`config.mk`:
```
export PLATFORM = sky130hd
export DESIGN_NAME = regfile_param
export DESIGN_NICKNAME = d
export VERILOG_FILES = /design/src/rtl/regfile_param.sv
export SDC_FILE = /design/constraint.sdc
export NUM_CORES = 1
export LEC_CHECK = 0
export BUFFER_PORTS_ARGS = -buffer_cell sky130_fd_sc_hd__buf_2
export CORE_UTILIZATION = 64
export CTS_CLUSTER_SIZE = 16
export DETAILED_ROUTE_END_ITERATION = 8
export GPL_TIMING_DRIVEN = 0
export HOLD_SLACK_MARGIN = 0.06
export PLACE_DENSITY = 0.93
export SLEW_MARGIN = 20
export SYNTH_ARGS = -nofsm -noshare
export SYNTH_HDL_FRONTEND = slang
export SYNTH_SLANG_ARGS = --single-unit
```
`constraint.sdc`:
```
create_clock -name CLK -period 5.6 [get_ports CLK]
set_input_delay 1.12 -clock CLK [delete_from_list [all_inputs] [get_ports CLK]]
set_output_delay 1.12 -clock CLK [all_outputs]
set_load 0.02 [all_outputs]
```
`src/rtl/regfile_param.sv`:
```
// regfile_param: parameterised register file with one write port, two
// registered read ports, per-register "written since reset" flags, an
// optional hardwired-zero register 0 and a global stall input.
//
// Ports:
//   CLK        - clock, all state updates on the rising edge
//   reset      - asynchronous active-high reset
//   WRITE      - write enable
//   INaddr     - write address
//   IN         - write data
//   OUT1addr   - read port 1 address
//   OUT2addr   - read port 2 address
//   busy_wait  - stall: freezes registers, flags and outputs while high
//   OUT1/OUT2  - registered read data (1-cycle latency, write-first bypass)
//   OUT1_valid - addressed register on port 1 written since reset (registered)
//   OUT2_valid - same for port 2
module regfile_param #(
    parameter int unsigned DATA_W   = 8,
    parameter int unsigned ADDR_W   = 3,
    parameter bit          ZERO_REG = 1'b0
) (
    input  logic              CLK,
    input  logic              reset,
    input  logic              WRITE,
    input  logic [ADDR_W-1:0] INaddr,
    input  logic [DATA_W-1:0] IN,
    input  logic [ADDR_W-1:0] OUT1addr,
    input  logic [ADDR_W-1:0] OUT2addr,
    input  logic              busy_wait,
    output logic [DATA_W-1:0] OUT1,
    output logic [DATA_W-1:0] OUT2,
    output logic              OUT1_valid,
    output logic              OUT2_valid
);

    localparam int unsigned DEPTH   = 2 ** ADDR_W;
    localparam int unsigned N_PORTS = 2;

    logic [DATA_W-1:0] regs_q [DEPTH];
    logic [DATA_W-1:0] regs_d [DEPTH];
    logic [DEPTH-1:0]  flags_q;
    logic [DEPTH-1:0]  flags_d;

    logic [ADDR_W-1:0] rd_addr [N_PORTS];
    logic [DATA_W-1:0] out_q   [N_PORTS];
    logic [DATA_W-1:0] out_d   [N_PORTS];
    logic              vld_q   [N_PORTS];
    logic              vld_d   [N_PORTS];

    logic              wr_accept;

    assign rd_addr[0] = OUT1addr;
    assign rd_addr[1] = OUT2addr;

    // A write to the hardwired-zero register is dropped entirely.
    assign wr_accept = WRITE && !(ZERO_REG && (INaddr == '0));

    // Next state for the array, flags and both read ports (write-first).
    always_comb begin
        regs_d  = regs_q;
        flags_d = flags_q;
        for (int p = 0; p < N_PORTS; p++) begin
            out_d[p] = '0;
            vld_d[p] = 1'b0;
        end

        if (wr_accept) begin
            regs_d[INaddr]  = IN;
            flags_d[INaddr] = 1'b1;
        end

        for (int p = 0; p < N_PORTS; p++) begin
            if (ZERO_REG && (rd_addr[p] == '0)) begin
                out_d[p] = '0;
                vld_d[p] = 1'b1;
            end else if (wr_accept && (INaddr == rd_addr[p])) begin
                out_d[p] = IN;
                vld_d[p] = 1'b1;
            end else begin
                out_d[p] = regs_q[rd_addr[p]];
                vld_d[p] = flags_q[rd_addr[p]];
            end
        end
    end

    // State update; busy_wait holds everything, reset overrides both.
    always_ff @(posedge CLK or posedge reset) begin
        if (reset) begin
            for (int i = 0; i < DEPTH; i++) begin
                regs_q[i] <= '0;
            end
            flags_q <= '0;
            for (int p = 0; p < N_PORTS; p++) begin
                out_q[p] <= '0;
                vld_q[p] <= 1'b0;
            end
        end else if (!busy_wait) begin
            regs_q  <= regs_d;
            flags_q <= flags_d;
            for (int p = 0; p < N_PORTS; p++) begin
                out_q[p] <= out_d[p];
                vld_q[p] <= vld_d[p];
            end
        end
    end

    assign OUT1       = out_q[0];
    assign OUT2       = out_q[1];
    assign OUT1_valid = vld_q[0];
    assign OUT2_valid = vld_q[1];

endmodule

```
==> results of run 1 <==
## area by class of cell
| cell class | count | share of cell area |
|---|---|---|
| timing repair buffer | 32 | 0.0357 |
| clock inverter | 7 | 0.0134 |
| tap | 96 | 0.0235 |
| buffer | 20 | 0.0242 |
| clock buffer | 9 | 0.0242 |
| multi-input combinational | 185 | 0.431 |
| sequential | 90 | 0.440 |
| inverter | 11 | 0.00855 |
## cells in the final DEF, fill, tap and decap left out
cell | Yosys | layout
nor2_2 | 2 | 2
nand2_2 | 1 | 1
nand3_1 | 1 | 1
nand2b_1 | 5 | 5
bufinv_16 | 0 | 1
nor2b_1 | 1 | 1
buf_4 | 4 | 4
buf_2 | 7 | 38
inv_1 | 11 | 10
xnor2_1 | 6 | 6
nor2_1 | 1 | 1
buf_6 | 3 | 3
clkbuf_1 | 4 | 4
a2bb2oi_1 | 2 | 2
buf_16 | 0 | 1
nand4_1 | 2 | 2
clkinvlp_4 | 0 | 2
nor3b_1 | 1 | 1
mux4_2 | 36 | 36
nor3_4 | 1 | 1
mux2_2 | 58 | 58
dfrtp_1 | 90 | 90
inv_6 | 0 | 1
mux2_4 | 8 | 8
mux2i_1 | 16 | 16
or4_4 | 1 | 1
clkbuf_2 | 2 | 2
or2_2 | 3 | 3
o221ai_1 | 16 | 16
or2b_1 | 1 | 1
nand2_1 | 17 | 17
nand3b_1 | 2 | 2
a41o_1 | 2 | 2
inv_4 | 0 | 1
or3_1 | 2 | 2
clkinv_2 | 0 | 3
clkbuf_8 | 0 | 9
## per-layer routing
metal / GRT usage / vias up
met5: 0 / -
met4: 0.177 / 0
met3: 0.0512 / 32
met2: 0.493 / 167
met1: 0.468 / 1610
li1: - / 1260
## state kept, by name, indices dropped and copies added (netlist names)
signal      flops
regs_q         64
OUT1            8
OUT1_valid      1
flags_q         8
OUT2_valid      1
OUT2            8
## per-stage QoR
stage / hold slack [ns] / setup WS, ns
6_report: 0.498 / 3.16
3_3_place_gp: 0.460 / 1.22
5_1_grt: 0.509 / 3.08
2_1_floorplan: 0.444 / 2.14
4_1_cts: 0.492 / 3.24
3_5_place_dp: 0.471 / 2.84
## worst max-delay path by stage
stage	startpoint	to	slack [ns]
global route	busy_wait	OUT2[3]$_DFFE_PP0N_	3.08
detailed placement	busy_wait	OUT2[0]$_DFFE_PP0N_	2.84
CTS	busy_wait	OUT2[0]$_DFFE_PP0N_	3.24
floorplan	reset	OUT1[0]$_DFFE_PP0N_	2.14
finish	busy_wait	OUT2[0]$_DFFE_PP0N_	3.16
global placement	reset	regs_q[36]$_DFFE_PP0P_	1.22
## worst max-delay path, cell delays in order
cell and delay [ns]:
clkbuf_2 0.17, clkbuf_1 0.51, a41o_1 0.16, clkbuf_1 0.48
o221ai_1 0.22
## logic make-up (layout without fill, tap and decap cells)
kind of cell / count (synthesis) / count (layout)
xor+xnor: 6 / 6
compound gates: 20 / 20
simple gates: 41 / 41
flops: 90 / 90
buf+inv: 31 / 79
mux: 118 / 118
## power by group through the flow
stage	Combinational, mW	Sequential, mW	Clock [mW]
after floorplan	0.327	0.923	0
after global placement	0.452	0.898	0
after detailed placement	0.474	0.916	0
after CTS	0.479	0.905	0.445
after global routing	0.510	0.926	0.478
final	0.477	0.908	0.446
==> results_dict.tcl, run 1 <==
set metrics [dict create \
    power_density_nw_per_um2 358 \
    whs_path_depth 1 \
    dr.first_iter.drc_count 324 \
    route.detailed.drc 0 \
    dr.pass1.iters 5 \
    power.leakage_nw 2.25 \
    switching_share 0.301 \
    synth_common_cells "dfrtp_1, mux2_2, mux4_2" \
    synth_top_family_by_area "multiplexers" \
    crit_fanout 10 \
    drv_slew 0 \
    cts_buffer_depth 2 \
    hold_violations 0 \
    routed_wl_um 11000 \
    start_util 0.673 \
    grt_usage 0.328 \
    fin_crit_ns 2.44 \
    syn_nets 327 \
    path_class "in -> reg" \
    status "complete, no violations" \
    grt_pass1_wl_um 17300 \
    viasPerCell 6.82 \
    nets 370 \
    drtAntennaViolNets 0 \
    fin_skew_ns 0.00728 \
    grt_setup_unrepaired "false" \
    synthAdderAreaFrac 0 \
    synth_cell_types 30 \
    antenna_cells 0 \
    via_count 3069 \
    antenna_found_initial 0 \
    p_total_mw 1.83 \
    p_int_mw 1.28 \
    yosys.area.top_type "dfrtp_1" \
    worstHoldStart "flags_q[4]$_DFFE_PP0P_" \
    die_w_um 87.0 \
    syn_inst 306 \
    final_cell_area_um2 5120 \
    dieArea_um2 7570 \
    cts_hold_buf 0 \
    yosys_warnings 0 \
    clk_latency_ns 0.36 \
    ios 39 \
    worstHoldPathType "reg -> reg" \
    drt-met1-wl_um 4540 \
    yosysSeqAreaShare 0.487 \
    root_buffer "clkbuf_8" \
    cts-resized-gates 0 \
    instances_no_fill 450 \
    synth_area_leaders "dfrtp_1, mux4_2, mux2_2" \
    drv_cap 0 \
    dr_wl_met3_um 791 \
    synth_mux_area_frac 0.377 \
    setup_violations 0 \
    pwr-share-seq 0.496 \
    slew_headroom 0.517 \
    fill_cells 435 \
    io_buffers 31 \
    cts_setup_buffers 0 \
    top_layer_used "met4" \
    cts_buffers 9 \
    core_um2 6870 \
    drive_gt1_frac 0.494 \
    setup_tns_ns 0 \
    async_reset_ff_frac 1.00 \
    synthToLayoutAreaGrowth_pct 10.8 \
    ir_worst_vdd_uv 258 \
    ff_latch_area_um2 2250 \
    cts_tree "built" \
    synth_xor_area_frac 0.0114 \
    avgSynthCellArea_um2 15.1 \
    synthFlopType "dfrtp_1" \
    grt_overflow_total 0 \
    arrival_ns 2.66 \
    cts.sinks 90 \
    postLayoutCoreUtil 0.745 \
    netlist_area_um2 4620 \
    fin_crit_sh 0.436 \
    place_congestion 0.812 \
    grt_pass1_vias 3178 \
    ys_ff_latch 90 \
    hold-path-endpoint "flags_q[4]$_DFFE_PP0P_" \
    r2r_end "OUT2_valid$_DFFE_PP0N_" \
    p_clk_frac 0.244 \
    multiInputGateArea_um2 2200 \
    placed_cells 434 \
    drt-wirelength-per-cell_um 24.5 \
    endpoint_kind "register" \
    cts.reportedPaths.clkPinSlew_ns 0.09 \
    reg2reg_depth 3 \
    worstSetupStartpointType "primary input" \
    std_cell_rows 30 \
    fmax_mhz 410 \
    crit-reg2reg-launch "flags_q[5]$_DFFE_PP0P_" \
    synth_most_common_cell "dfrtp_1" \
    grt_start_max_net_pins 54 \
    pwr-share-comb 0.260 \
    wl_met2_um 5260 \
    dpl_cell_area_um2 4930 \
    r2r_slack_ns 4.16 \
    synth_compound_area_frac 0.0384 \
    synth_edf_count 0 \
    power.switching_mw 0.551 \
    critical_path_required_ns 5.82 \
    tightest_slew_ns 0.723 \
    htreeDepth 3 \
    dpl.hpwl_um 7010 \
    synth_simple_gate_area_share 0.0498 \
    die_h_um 87.0 \
    synth_top_area_share 0.487 \
]
(Power assumes the default switching activity.)
==> inputs of run 2 (changes only) <==
--- a/config.mk
+++ b/config.mk
@@ -5,13 +5,14 @@
 export SDC_FILE = /design/constraint.sdc
 export NUM_CORES = 1
 export LEC_CHECK = 0
+export ABC_AREA = 1
 export BUFFER_PORTS_ARGS = -buffer_cell sky130_fd_sc_hd__buf_2
-export CORE_UTILIZATION = 64
+export CORE_UTILIZATION = 55
 export CTS_CLUSTER_SIZE = 16
 export DETAILED_ROUTE_END_ITERATION = 8
 export GPL_TIMING_DRIVEN = 0
 export HOLD_SLACK_MARGIN = 0.06
-export PLACE_DENSITY = 0.93
+export PLACE_DENSITY = 0.85
 export SLEW_MARGIN = 20
 export SYNTH_ARGS = -nofsm -noshare
 export SYNTH_HDL_FRONTEND = slang
==> constraint.sdc (replaced) <==
create_clock -name CLK -period 2.2 [get_ports CLK]
set_input_delay 0.44 -clock CLK [delete_from_list [all_inputs] [get_ports CLK]]
set_output_delay 0.44 -clock CLK [all_outputs]
set_load 0.02 [all_outputs]
==> results_dict.tcl, run 2 <==
set metrics [dict create \
    fin_crit_sh 0.755 \
    dieArea_um2 9630 \
    cts.reportedPaths.clkPinSlew_ns 0.10 \
    fin_ws_ns 0.539 \
    dr.first_iter.drc_count 573 \
    largest_reg_flops 64 \
    critical_path_required_ns 2.46 \
    cts-resized-gates 0 \
    start_util 0.574 \
    drt-wirelength-per-cell_um 18.1 \
    root_buffer "clkbuf_8" \
    largest-register "regs_q" \
    grt_pass1_wl_um 26200 \
    fmax_mhz 602 \
    violations "DRC" \
    setup_violations 0 \
    yosysSeqAreaShare 0.443 \
    reg2reg_depth 8 \
    synth_cell_types 22 \
    slew_headroom 0.611 \
    grt_usage 0.359 \
    place_congestion 0.982 \
    io_buffers 37 \
    std_cell_rows 34 \
    fin_skew_ns 0.0182 \
    antenna_found_initial 0 \
    r2r_slack_ns 0.98 \
    core_um2 8850 \
    viasPerCell 5.82 \
    postLayoutCoreUtil 0.642 \
    syn_inst 725 \
    cts_tree "built" \
    power_density_nw_per_um2 789 \
    drive_gt1_frac 0.141 \
    via_count 5182 \
    instances_no_fill 890 \
    crit_path_start "OUT1addr[1]" \
    route.detailed.drc 4 \
    htreeDepth 3 \
    cts_buffer_depth 2 \
    dpl.hpwl_um 11700 \
    placed_cells 873 \
    synth_area_leaders "dfrtp_1, nand2_1, nand3_1" \
    layout_commonest_cell "nand2_1" \
    cp-endpoint "OUT1[1]$_DFFE_PP0N_" \
    synthFlopType "dfrtp_1" \
    fin_crit_ns 1.66 \
    die_w_um 98.1 \
    synth_top_area_share 0.443 \
    synth_common_cells "nand2_1, nand3_1, dfrtp_1" \
    multiInputGateArea_um2 2340 \
    grt_pass1_vias 5042 \
    avgSynthCellArea_um2 7.01 \
    status "finished, violations left" \
    place_ws_ns 0.245 \
    whs_ns 0.336 \
    nets 798 \
    ios 39 \
    worstHoldPathType "in -> reg" \
    clk_latency_ns 0.38 \
    drv_cap 0 \
    crit_fanout 10 \
    r2r_end "OUT1_valid$_DFFE_PP0N_" \
    setup_tns_ns 0 \
    synthToLayoutAreaGrowth_pct 11.8 \
    synth_most_common_cell "nand2_1" \
    endpoint_kind "register" \
    drv_slew 0 \
    drtAntennaViolNets 0 \
    tightest_slew_ns 0.584 \
    cts.sinks 90 \
    grt_setup_unrepaired "false" \
    ir_worst_vdd_uv 387 \
    die_h_um 98.1 \
    grt_overflow_total 0 \
    arrival_ns 1.92 \
    yosys.area.top_type "dfrtp_1" \
    crit-reg2reg-launch "flags_q[1]$_DFFE_PP0P_" \
    hold_violations 0 \
    synth_edf_count 0 \
    syn_nets 746 \
    dpl_cell_area_um2 5470 \
    fill_cells 812 \
    netlist_area_um2 5080 \
    cts_buffers 9 \
    yosys_warnings 0 \
    grt_start_max_net_pins 31 \
    dr.pass1.iters 7 \
    async_reset_ff_frac 1.00 \
    routed_wl_um 16100 \
    ff_latch_area_um2 2250 \
    p_total_mw 4.49 \
    power.leakage_nw 2.98 \
    most-common-layout-cells "nand2_1, nand3_1, dfrtp_1" \
    ys_ff_latch 90 \
    antenna_cells 0 \
    path_class "in -> reg" \
    worstSetupStartpointType "primary input" \
    final_cell_area_um2 5680 \
]
run 2: what timing repair did:
item / CTS / global route
hold buffers: 1 / 0
buffers inserted: 0 / 0
hold endpoints to repair: 8 / 0
run 2: final cells by class:
cell class / instances / area share
sequential: 90 / 0.396
timing repair buffer: 41 / 0.0449
inverter: 75 / 0.0513
multi-input combinational: 527 / 0.412
buffer: 33 / 0.0348
clock buffer: 13 / 0.0280
clock inverter: 3 / 0.00837
tap: 108 / 0.0238
run 2: cells by family after synthesis:
group | Yosys count | share of synthesized area
buf+inv | 108 | 0.0955
simple gates | 441 | 0.374
compound gates | 86 | 0.0877
flops | 90 | 0.443
run 2: worst min-delay path by stage:
stage	startpoint	endpoint	slack, ns	depth (start not counted)
2_1_floorplan	flags_q[4]$_DFFE_PP0P_	flags_q[4]$_DFFE_PP0P_	0.43	2
3_3_place_gp	flags_q[3]$_DFFE_PP0P_	flags_q[3]$_DFFE_PP0P_	0.45	2
3_5_place_dp	reset	regs_q[35]$_DFFE_PP0P_	0.40	2
4_1_cts	busy_wait	OUT1[1]$_DFFE_PP0N_	0.34	3
5_1_grt	busy_wait	OUT2[4]$_DFFE_PP0N_	0.35	3
6_report	busy_wait	OUT2[4]$_DFFE_PP0N_	0.34	3
run 2: critical path, cell delays in order:
cell and delay [ns]:
buf_2 0.12, clkinv_1 0.24, clkbuf_1 0.50, nand3_1 0.20, nand3_1 0.16, nand2_1 0.07
nor2_1 0.11, o21ai_1 0.07
run 2: power breakdown:
| part | internal (mW) | switching [mW] |
|---|---|---|
| Clock | 0.594 | 0.617 |
| Combinational | 0.387 | 0.705 |
| Sequential | 1.94 | 0.241 |
run 2: per-layer routing:
| layer | global-route usage | wire, um | vias to the layer above | part of all wire |
|---|---|---|---|---|
| met1 | 0.469 | 6540 | 2422 | 0.41 |
| met5 | 0 | 0 | - | 0 |
| met3 | 0.0787 | 1550 | 56 | 0.097 |
| met4 | 0.191 | 656 | 0 | 0.041 |
| li1 | - | - | 2405 | - |
| met2 | 0.561 | 7320 | 299 | 0.46 |
==> inputs of run 3 (changes only) <==
--- a/config.mk
+++ b/config.mk
@@ -7,12 +7,12 @@
 export LEC_CHECK = 0
 export ABC_AREA = 1
 export BUFFER_PORTS_ARGS = -buffer_cell sky130_fd_sc_hd__buf_2
-export CORE_UTILIZATION = 55
+export CORE_UTILIZATION = 60
 export CTS_CLUSTER_SIZE = 16
 export DETAILED_ROUTE_END_ITERATION = 8
 export GPL_TIMING_DRIVEN = 0
 export HOLD_SLACK_MARGIN = 0.06
-export PLACE_DENSITY = 0.85
+export PLACE_DENSITY = 0.88
 export SLEW_MARGIN = 20
 export SYNTH_ARGS = -nofsm -noshare
 export SYNTH_HDL_FRONTEND = slang
==> constraint.sdc (replaced) <==
create_clock -name CLK -period 1.7 [get_ports CLK]
set_input_delay 0.34 -clock CLK [delete_from_list [all_inputs] [get_ports CLK]]
set_output_delay 0.34 -clock CLK [all_outputs]
set_load 0.02 [all_outputs]
==> results_dict.tcl, run 3 (synthesis gave the netlist of run 2 again) <==
set metrics [dict create \
    start_util 0.618 \
    slew_headroom 0.583 \
    routed_wl_um 15400 \
    setup_violations 0 \
    status "complete, no violations" \
    cts-resized-gates 0 \
    die_w_um 94.0 \
    fill_cells 721 \
    dpl.hpwl_um 11300 \
    grt_setup_unrepaired "false" \
    io_buffers 37 \
    std_cell_rows 33 \
    fin_crit_ns 1.52 \
    ios 39 \
    tightest_slew_ns 0.624 \
    place_congestion 0.953 \
    fin_crit_sh 0.893 \
    antenna_cells 0 \
    dr.pass1.iters 5 \
    grt_pass1_wl_um 24700 \
    drive_gt1_frac 0.138 \
    cts_tree "built" \
    drtAntennaViolNets 0 \
    dieArea_um2 8840 \
    cts_hold_buf 0 \
    viasPerCell 5.91 \
    cts_buffers 9 \
    crit_fanout 10 \
    largest_reg_flops 64 \
    drv_cap 0 \
    grt_pass1_vias 4874 \
    grt_usage 0.375 \
    root_buffer "clkbuf_8" \
    cts_setup_buffers 0 \
    r2r_slack_ns 0.50 \
    hold_violations 0 \
    antenna_found_initial 0 \
    cts_buffer_depth 2 \
    instances_no_fill 883 \
    cts.sinks 90 \
    drt-wirelength-per-cell_um 17.5 \
    clk_latency_ns 0.36 \
    power_density_nw_per_um2 1010 \
    core_um2 8220 \
    most-common-layout-cells "nand2_1, nand3_1, dfrtp_1" \
    die_h_um 94.0 \
    power.leakage_nw 2.95 \
    htreeDepth 3 \
    layout_commonest_cell "nand2_1" \
    fin_skew_ns 0.0111 \
    crit-reg2reg-launch "flags_q[1]$_DFFE_PP0P_" \
    path_class "in -> reg" \
    fmax_mhz 659 \
    synthToLayoutAreaGrowth_pct 10.5 \
    critical_path_required_ns 1.96 \
    grt_start_max_net_pins 38 \
    arrival_ns 1.77 \
    endpoint_kind "register" \
    route.detailed.drc 0 \
    ir_worst_vdd_uv 654 \
    drv_slew 0 \
    dr.first_iter.drc_count 759 \
    largest-register "regs_q" \
    worstSetupStartpointType "primary input" \
    cts.reportedPaths.clkPinSlew_ns 0.09 \
    setup_tns_ns 0 \
    worstHoldPathType "in -> async" \
    grt_overflow_total 0 \
    nets 796 \
    via_count 5218 \
    crit_path_start "OUT1addr[1]" \
    placed_cells 869 \
]
==> run 3: cell types whose count changed in the layout (fill, tap and decap cells not counted) <==
cell           change
clkinv_4           -2
dlygate4sd3_1      -1
clkinvlp_4         +1
clkbuf_8           -2
clkinv_2           +1
buf_12             -1
==> run 3: layout make-up <==
cell class | instances | area [um2] | area share
inverter | 75 | 292 | 0.0519
clock buffer | 11 | 131 | 0.0234
tap | 105 | 131 | 0.0234
sequential | 90 | 2250 | 0.401
multi-input combinational | 527 | 2340 | 0.417
clock inverter | 3 | 42.5 | 0.00758
timing repair buffer | 39 | 225 | 0.0401
buffer | 33 | 198 | 0.0352
==> run 3: worst paths after layout <==
path / to / depth (start not counted)
setup / recovery: OUT1_valid$_DFFE_PP0N_ / 8
hold / removal: regs_q[22]$_DFFE_PP0P_ / 2
setup reg to reg: OUT1_valid$_DFFE_PP0N_ / 8
hold reg to reg: flags_q[3]$_DFFE_PP0P_ / 2
max in group asynchronous: regs_q[34]$_DFFE_PP0P_ / 3
min in group CLK: OUT1[7]$_DFFE_PP0N_ / 3
==> run 3: metrics by stage <==
step	power [mW]	utilization	worst slack, ns	instance area (um2)	hold slack, ns
final	5.65	0.683	0.182	5620	0.0440
after detailed placement	4.20	0.662	-0.0906	5440	0.452
after floorplan	3.75	-	0.310	5080	0.433
after global placement	4.13	0.657	-0.216	5400	0.455
after CTS	5.59	0.683	0.241	5620	0.0614
after global routing	5.94	0.683	0.163	5620	0.0868
==> run 3: where the power goes <==
part / leakage [nW] / switching (mW) / internal (mW) / total, mW
registers: 1.10 / 0.303 / 2.51 / 2.81
logic: 1.77 / 0.905 / 0.495 / 1.40
clock network: 0.0853 / 0.769 / 0.664 / 1.43
==> run 3: layer usage <==
layer / wire length [um] / vias to the layer above / track usage
met5: 0 / - / 0
met4: 478 / 0 / 0.171
met3: 1750 / 52 / 0.0712
met2: 7060 / 388 / 0.586
met1: 6130 / 2382 / 0.505
li1: - / 2396 / -
==> run 3: worst max-delay path, cell delays in order <==
cell and delay, ns:
buf_2 0.12, clkinv_1 0.22, clkbuf_1 0.46, o211ai_1 0.22
nand3_1 0.13, nand2_1 0.07, nor2_1 0.17, nor2_1 0.06
